File: src/rtl/count_if_pkg.sv
// Shared definitions for the count/status strobe interface of the two-bit
// event counter. The issuer and the downstream counter both import this.
package count_if_pkg;

  // Issuer control states.
  typedef enum logic [1:0] {
    S_IDLE  = 2'd0,
    S_PULSE = 2'd1,
    S_GAP   = 2'd2,
    S_CLEAR = 2'd3
  } issuer_state_t;

  // Encodings driven on the count strobe.
  localparam logic [1:0] COUNT_INC  = 2'b01;
  localparam logic [1:0] COUNT_IDLE = 2'b00;

endpackage : count_if_pkg

File: src/rtl/gap_timer.sv
// Loadable down-counter that times the idle spacing between increment pulses.
// Ports:
//   i_clk     - clock, posedge
//   i_rst     - synchronous active-high reset
//   i_load    - reload with GAP-1 so the caller spends exactly GAP cycles waiting
//   o_expired - count has reached zero
module gap_timer #(
  parameter int unsigned GAP = 1
) (
  input  logic i_clk,
  input  logic i_rst,
  input  logic i_load,
  output logic o_expired
);

  localparam int unsigned TW = (GAP > 1) ? $clog2(GAP + 1) : 1;
  localparam logic [TW-1:0] LOAD_VAL = TW'(GAP - 1);

  logic [TW-1:0] r_cnt;

  // Down-count, saturating at zero.
  always_ff @(posedge i_clk) begin
    if (i_rst) begin
      r_cnt <= '0;
    end else if (i_load) begin
      r_cnt <= LOAD_VAL;
    end else if (r_cnt != '0) begin
      r_cnt <= r_cnt - TW'(1);
    end
  end

  assign o_expired = (r_cnt == '0);

endmodule : gap_timer

File: src/rtl/count_issuer.sv
// Converts increment requests into spaced count=01 pulses, issues status clear
// pulses, and keeps a shadow copy of the downstream counter value.
// Ports:
//   i_clk, i_rst       - clock and synchronous active-high reset
//   i_req_valid        - increment request present
//   o_req_ready        - request accepted when valid && ready (combinational)
//   i_req_len          - number of increments in the request
//   i_clr_req          - level request to clear the downstream counter
//   o_count            - increment strobe (COUNT_INC / COUNT_IDLE)
//   o_status           - one-cycle clear strobe
//   o_shadow           - expected downstream counter value
//   o_busy             - issuer is not idle
//   o_done             - one-cycle pulse when a request completes
module count_issuer
  import count_if_pkg::*;
#(
  parameter int unsigned W    = 2,
  parameter int unsigned LW   = 4,
  parameter int unsigned GAP  = 1,
  parameter int unsigned TERM = (1 << W) - 1
) (
  input  logic          i_clk,
  input  logic          i_rst,
  input  logic          i_req_valid,
  output logic          o_req_ready,
  input  logic [LW-1:0] i_req_len,
  input  logic          i_clr_req,
  output logic [1:0]    o_count,
  output logic          o_status,
  output logic [W-1:0]  o_shadow,
  output logic          o_busy,
  output logic          o_done
);

  issuer_state_t r_state, w_state_nxt;

  logic [W-1:0]  r_shadow, w_shadow_nxt, w_shadow_inc;
  logic [LW-1:0] r_rem, w_rem_nxt, w_rem_dec;
  logic          r_in_req, w_in_req_nxt;
  logic          r_clr_pend, w_clr_pend_nxt;
  logic [1:0]    r_count, w_count_nxt;
  logic          r_status, w_status_nxt;
  logic          r_busy, w_busy_nxt;
  logic          r_done, w_done_nxt;
  logic          w_gap_load;
  logic          w_gap_expired;

  // Clear requests (live or pending) block new requests.
  assign o_req_ready = !i_rst && (r_state == S_IDLE) && !i_clr_req && !r_clr_pend;

  assign w_shadow_inc = r_shadow + W'(1);
  assign w_rem_dec    = r_rem - LW'(1);

  // Next-state and next-output logic; strobes are registered from the next state
  // so they line up with the cycle the state is entered.
  always_comb begin
    w_state_nxt    = r_state;
    w_shadow_nxt   = r_shadow;
    w_rem_nxt      = r_rem;
    w_in_req_nxt   = r_in_req;
    w_clr_pend_nxt = r_clr_pend | (i_clr_req && (r_state != S_IDLE));
    w_done_nxt     = 1'b0;
    w_gap_load     = 1'b0;

    case (r_state)
      S_IDLE: begin
        if (i_clr_req || r_clr_pend) begin
          w_state_nxt = S_CLEAR;
        end else if (i_req_valid) begin
          if (i_req_len != '0) begin
            w_rem_nxt    = i_req_len;
            w_in_req_nxt = 1'b1;
            w_state_nxt  = S_PULSE;
          end else begin
            w_done_nxt = 1'b1;
          end
        end
      end

      S_PULSE: begin
        w_shadow_nxt = w_shadow_inc;
        w_rem_nxt    = w_rem_dec;
        if (w_shadow_inc == W'(TERM)) begin
          w_state_nxt = S_CLEAR;
        end else if (w_rem_dec == '0) begin
          w_state_nxt  = S_IDLE;
          w_done_nxt   = 1'b1;
          w_in_req_nxt = 1'b0;
        end else if (GAP == 0) begin
          w_state_nxt = S_PULSE;
        end else begin
          w_state_nxt = S_GAP;
          w_gap_load  = 1'b1;
        end
      end

      S_GAP: begin
        if (w_gap_expired) begin
          w_state_nxt = S_PULSE;
        end
      end

      S_CLEAR: begin
        w_shadow_nxt   = '0;
        w_clr_pend_nxt = 1'b0;
        if (r_rem != '0) begin
          if (GAP == 0) begin
            w_state_nxt = S_PULSE;
          end else begin
            w_state_nxt = S_GAP;
            w_gap_load  = 1'b1;
          end
        end else begin
          // Done only when this clear finished a request (auto-clear on last pulse).
          w_state_nxt  = S_IDLE;
          w_done_nxt   = r_in_req;
          w_in_req_nxt = 1'b0;
        end
      end

      default: begin
        w_state_nxt = S_IDLE;
      end
    endcase

    w_count_nxt  = (w_state_nxt == S_PULSE) ? COUNT_INC : COUNT_IDLE;
    w_status_nxt = (w_state_nxt == S_CLEAR);
    w_busy_nxt   = (w_state_nxt != S_IDLE);
  end

  // State and registered outputs.
  always_ff @(posedge i_clk) begin
    if (i_rst) begin
      r_state    <= S_IDLE;
      r_shadow   <= '0;
      r_rem      <= '0;
      r_in_req   <= 1'b0;
      r_clr_pend <= 1'b0;
      r_count    <= COUNT_IDLE;
      r_status   <= 1'b0;
      r_busy     <= 1'b0;
      r_done     <= 1'b0;
    end else begin
      r_state    <= w_state_nxt;
      r_shadow   <= w_shadow_nxt;
      r_rem      <= w_rem_nxt;
      r_in_req   <= w_in_req_nxt;
      r_clr_pend <= w_clr_pend_nxt;
      r_count    <= w_count_nxt;
      r_status   <= w_status_nxt;
      r_busy     <= w_busy_nxt;
      r_done     <= w_done_nxt;
    end
  end

  // Spacing timer exists only when pulses are not back-to-back.
  generate
    if (GAP > 0) begin : g_gap
      gap_timer #(
        .GAP(GAP)
      ) u_gap_timer (
        .i_clk    (i_clk),
        .i_rst    (i_rst),
        .i_load   (w_gap_load),
        .o_expired(w_gap_expired)
      );
    end else begin : g_no_gap
      logic w_unused_gap_load;
      assign w_unused_gap_load = w_gap_load;
      assign w_gap_expired     = 1'b1;
    end
  endgenerate

  assign o_count  = r_count;
  assign o_status = r_status;
  assign o_shadow = r_shadow;
  assign o_busy   = r_busy;
  assign o_done   = r_done;

endmodule : count_issuer
File: config.mk
export PLATFORM = sky130hd
export DESIGN_NAME = count_issuer
export DESIGN_NICKNAME = d
export VERILOG_FILES = /design/src/rtl/count_if_pkg.sv /design/src/rtl/gap_timer.sv /design/src/rtl/count_issuer.sv
export SDC_FILE = /design/constraint.sdc
export NUM_CORES = 1
export LEC_CHECK = 0
export ABC_CLOCK_PERIOD_IN_PS = 1900
export BUFFER_PORTS_ARGS = -buffer_cell sky130_fd_sc_hd__buf_2
export CORE_ASPECT_RATIO = 0.75
export CORE_MARGIN = 5
export CORE_UTILIZATION = 45
export CTS_CLUSTER_SIZE = 16
export DETAILED_ROUTE_END_ITERATION = 10
export PLACE_DENSITY = 0.66
export SETUP_SLACK_MARGIN = 0.5
export SYNTH_ARGS = -nofsm -noshare
export SYNTH_HDL_FRONTEND = slang
export SYNTH_SLANG_ARGS = --single-unit
File: constraint.sdc
create_clock -name i_clk -period 1.9 [get_ports i_clk]
set_clock_uncertainty 0.05 [all_clocks]
set_input_delay 0.19 -clock i_clk [delete_from_list [all_inputs] [get_ports i_clk]]
set_output_delay 0.19 -clock i_clk [all_outputs]
set_load 0.02 [all_outputs]
[Yosys cells after proc, flatten, opt, wreduce, memory -nomap -nowiden]
Cells that the tools add are included.
Word-level totals
  flip-flop bits (word level): 16
  logic and storage cells: 80
Cells by class
  add/sub/neg operators: 3
  equality and inequality tests: 12
  multiplexer cells: 32
  bitwise logic cells: 2
  reductions and logical operators: 21
Operator list (number)
  $mux W1: 16
  $mux W2: 7
  $mux W4: 3
  $ne A2 B2 Y1 const B: 5
  $eq A2 B2 Y1 const B: 4
  $pmux W2 S4: 1
  $pmux W4 S2: 1
  $reduce_bool A2 Y1: 4
  $reduce_bool A4 Y1: 2
  $reduce_and A7 Y1: 1
  $pmux W1 S3: 2
  $eq A2 B1 Y1 const B: 2
  $logic_and A1 B1 Y1: 4
  $logic_not A4 Y1: 1
  $pmux W2 S2: 1
  $reduce_and A4 Y1: 1
  $sub A4 B1 Y4 const B: 1
  $logic_not A1 Y1: 3
  $reduce_bool A3 Y1: 1
  $reduce_or A3 Y1: 1
  $add A2 B1 Y2 const B: 1
  $logic_not A2 Y1: 1
  $ne A2 B1 Y1 const B: 1
  $pmux W1 S2: 1
  other kinds (5): 5

[Depth between registers and ports, before layout]
  depth in word-level cells: 7
  gate-level depth with buffers: 6
  mapped depth without buffers: 6

[Hierarchy]
Synthesis repeated with hierarchy kept, for this count alone.
Unflattened totals
  cell total of the unflattened synthesis: 103
  area, all modules: 904.6 um^2
Modules (own cells, without submodules)
  count_issuer: times used 1, cells each 100, area each 877.1 um^2, sequential area each 280.3 um^2
  gap_timer: times used 1, cells each 3, area each 27.5 um^2, sequential area each 20.0 um^2

[Worst setup path after synthesis]
OpenSTA, ideal clock, no wires.
  kind: register to register
  start point: register r_rem[0]
  end point: register r_done, in the netlist o_done
  library setup time: 0.070 ns
  data arrival time: 1.410 ns
  required time: 1.780 ns
  setup slack: 0.371 ns
  cell stages (with the launch flop): 7
  buffers on the path: 0
  cell sequence: dfxtp_1 -> inv_1 -> ha_1 -> nor2b_1 -> nor4b_1 -> a21oi_1 -> a21oi_1
Between the ends
  longest elaborated chain between the ends: 5
  elaborated cells on any way between the ends: 7
  those cells by class: add/sub (1); mux (4); reduce/logical (2)
Ends and longest elaborated chain
  start: declaration: RTL line count_issuer.sv:38  | logic [LW-1:0] r_rem, w_rem_nxt, w_rem_dec;
  start signal: assignment: RTL line count_issuer.sv:146  | r_rem <= w_rem_nxt;
  $sub A4 B1 Y4: RTL line count_issuer.sv:52  | assign w_rem_dec = r_rem - LW'(1);
  $logic_not A4 Y1: RTL line count_issuer.sv:85  | end else if (w_rem_dec == '0) begin
  $mux W1: RTL line count_issuer.sv:85
  $mux W1: RTL line count_issuer.sv:83  | if (w_shadow_inc == W'(TERM)) begin
  $pmux W1 S3 *: RTL line count_issuer.sv:65  | case (r_state)
  end signal: assignment: RTL line count_issuer.sv:152  | r_done <= w_done_nxt;
  end: declaration: RTL line count_issuer.sv:44  | logic r_done, w_done_nxt;
Every way passes the cells marked *; elsewhere a longest branch is shown, timed or not.
A chain may end at the register's enable or synchronous reset.

[Worst setup path after layout]
  start point: register r_rem[0]
  end point: register r_count[0], in the netlist o_count[0]
Between the ends
  longest elaborated chain between the ends: 7
  elaborated cells on any way between the ends: 9
  those cells by class: add/sub (1); eq/ne (1); mux (5); reduce/logical (2)
Ends and longest elaborated chain
  $sub A4 B1 Y4: RTL line count_issuer.sv:52
  $logic_not A4 Y1: RTL line count_issuer.sv:85
  $mux W2: RTL line count_issuer.sv:85
  $mux W2: RTL line count_issuer.sv:83
  $pmux W2 S4 *: RTL line count_issuer.sv:65
  $eq A2 B1 Y1 *: RTL line count_issuer.sv:126  | w_count_nxt = (w_state_nxt == S_PULSE) ? COUNT_INC : COUNT_IDLE;
  $mux W1 *: RTL line count_issuer.sv:126
  end signal: assignment: RTL line count_issuer.sv:149  | r_count <= w_count_nxt;
  end: declaration: RTL line count_issuer.sv:41  | logic [1:0] r_count, w_count_nxt;
Marks and branches as above.

==> flow_summary.json <==
{
  "outcome": "finished clean",
  "synth_edf_count": 0,
  "synthSimpleGateAreaFrac": 0.1980,
  "start_util": 0.4582,
  "gp_congestion": 0.8552,
  "synth_fa_ha_area_frac": 0.04213,
  "antenna_found_initial": 0,
  "dp.final_hpwl_mm": 1.557,
  "drtAntennaViolNets": 0,
  "start_kind": "flop",
  "io_buffer_count": 14,
  "hold_viol": 0,
  "p_leak_nw": 0.5367,
  "crit_chain": "inv_4, ha_4, and4b_1, a22oi_2, o211ai_1, and3b_1",
  "max_freq_mhz": 670.9,
  "hold_slack_ns": 0.1596,
  "wl_met2_mm": 1.072,
  "crit_arrival_ns": 1.63,
  "dpl_cell_area_um2": 994.7,
  "synth-compound-area-share": 0.2767,
  "area_delta_synth_final_pct": 40.59,
  "endpoint_kind": "flop",
  "numCtsBuffers": 3,
  "reg2reg_slack_ns": 0.41,
  "cts_sinks": 15,
  "synthXorXnorAreaFrac": 0.009831,
  "ys_seq_area_frac": 0.3371,
  "synthTopCellsByArea": "dfxtp_1, a21oi_1, ha_1, inv_1, nor2_1",
  "synthArstFlopShare": 0,
  "p_total_mw": 1.140,
  "cts_tree": "built",
  "maxCapViolCount": 0,
  "tns_ns": 0,
  "hp-class": "primary input to flop",
  "vias_per_cell": 5.605,
  "cp.required_ns": 2.04,
  "max_stage_delay_ns": 0.40,
  "cts.path.max_buffers": 2,
  "avgSynthCellArea_um2": 8.566,
  "num_rows": 14,
  "n_antenna_cell": 0,
  "netlist_instances": 104,
  "synth_ff_type": "dfxtp_1",
  "muxShareOfSynthArea": 0.04635,
  "syn-cell-area_um2": 890.9,
  "wl_mm": 2.310,
  "h-tree-depth": 1,
  "io_pins": 16,
  "grtUsageTotal": 0.1627,
  "powerDensity_mw_per_mm2": 910.1,
  "drt-wirelength-per-cell_um": 14.71,
  "clk_latency_ns": 0.30,
  "critPathSlowestCell": "dfxtp_4",
  "rsz0062_at_grt": "yes",
  "core_mm2": 0.001944,
  "drc_errors": 0,
  "synth.top_cell.area_share": 0.3371,
  "ir_drop_mv": 0.5917,
  "drt_iter0_markers": 26,
  "critPathMaxFanout": 6,
  "grt_max_degree": 12,
  "grt_overflow": 0,
  "synth_cell_types": 43,
  "slew_violations": 0,
  "synth-seq-cells": 15,
  "layout.nets": 145,
  "path_clk_slew_ns": 0.10,
  "vias": 880,
  "synth_top_family_by_area": "compound AO/OA/AOI/OAI gates",
  "finalCriticalPeriod_ns": 1.491,
  "utilization": 0.6441,
  "die_h_um": 48.53,
  "grt_pass1_vias": 826,
  "setup_viol": 0,
  "synth_top_area_cell": "dfxtp_1",
  "root_buffer": "clkbuf_4",
  "holdBufCountCts": 0,
  "top_layer": "met4",
  "final_area_mm2": 0.001252,
  "m1WireLength_mm": 1.065,
  "grt_pass1_wl_mm": 3.726,
  "crit_type": "flop to flop",
  "final_layout_size_suffix_gt1_frac": 0.4962,
  "die_area_mm2": 0.002979,
  "fp.dieW_um": 61.38,
  "fin_crit_sh": 0.7845,
  "wl_met3_um": 159,
  "synth-warning-count": 0,
  "dr.pass1.iters": 4
}
==> per-layer routing <==
layer,global-route usage,vias to the layer above
li1,-,442
met1,0.2247,408
met2,0.2430,28
met3,0.05851,2
met4,0.03180,0
met5,0,-
==> final cells by class <==
cell class	count	area, um^2
Tap cell	24	30.03
Fill cell	151	691.9
Clock inverter	1	5.005
Multi-Input combinational cell	73	616.8
Sequential cell	15	315.3
Timing Repair Buffer	30	216.5
Clock buffer	3	22.52
Inverter	11	46.29
==> synthesized netlist by cell type, types with 3 or more instances <==
cell / n
inv_1: 10
a31oi_1: 5
a21oi_1: 8
o21ai_0: 3
mux2i_1: 3
ha_1: 3
dfxtp_1: 15
nor2_1: 10
buf_4: 3
nor2b_1: 3
==> flip-flops by register name, indices dropped and copies added (netlist names) <==
| register | flops |
|---|---|
| o_busy | 1 |
| g_gap.u_gap_timer.r_cnt | 1 |
| o_done | 1 |
| o_status | 1 |
| o_shadow | 2 |
| o_count | 1 |
| r_in_req | 1 |
| r_rem | 4 |
| r_clr_pend | 1 |
| r_state | 2 |
==> layout by cell type (no fill, tap or decap), types with 3 or more instances in the layout <==
cell / n
buf_6: 3
dfxtp_1: 7
buf_2: 13
mux2i_1: 3
buf_4: 13
a21oi_1: 7
inv_1: 8
clkbuf_4: 3
nor2_1: 7
a31oi_1: 3
dfxtp_2: 6
==> per-stage QoR <==
step / worst slack (ns) / cells
final: 0.4095 / 157
after global routing: 0.3214 / 157
after CTS: 0.3891 / 150
after detailed placement: 0.2438 / 140
after global placement: 0.3052 / 140
after floorplan: 0.5002 / 105
==> cells by family (layout without fill, tap and decap cells) <==
| family | after synthesis | count (layout) |
|---|---|---|
| compound gates | 32 | 32 |
| simple gates | 31 | 31 |
| buf+inv | 17 | 45 |
| flops | 15 | 15 |
| mux | 4 | 4 |
| fa+ha+maj | 3 | 3 |
| other cells | 1 | 2 |
| xor+xnor | 1 | 1 |
==> worst max-delay path: cells and delay by family (launching register included) <==
kind,cells,cell delay [ns]
compound gates,2,0.30
flops,1,0.40
simple gates,2,0.41
fa+ha+maj,1,0.17
buf+inv,1,0.05
==> repair_timing <==
action / CTS / global route
resized for setup: 14 / 20
setup buffers: 6 / 7
endpoints found under the hold margin: 0 / 0
pin swaps: 7 / 11
endpoints found under the setup margin: 9 / 9
==> report_power, final <==
group,internal (mW),leakage (nW),switching (mW)
combinational,0.265,0.392,0.256
clock,0.0784,0.0177,0.113
sequential,0.365,0.127,0.0617
==> worst paths after layout <==
| check | from | end | cells past startpoint |
|---|---|---|---|
| setup reg to reg | r_rem[0]$_SDFFE_PP0P_ | o_count[0]$_SDFF_PP0_ | 6 |
| hold / removal | i_rst | r_rem[1]$_SDFFE_PP0P_ | 2 |
| hold reg to reg | r_rem[1]$_SDFFE_PP0P_ | r_rem[1]$_SDFFE_PP0P_ | 2 |
| setup / recovery | r_rem[0]$_SDFFE_PP0P_ | o_count[0]$_SDFF_PP0_ | 6 |
Note: power is estimated with default switching activity, not from simulation.
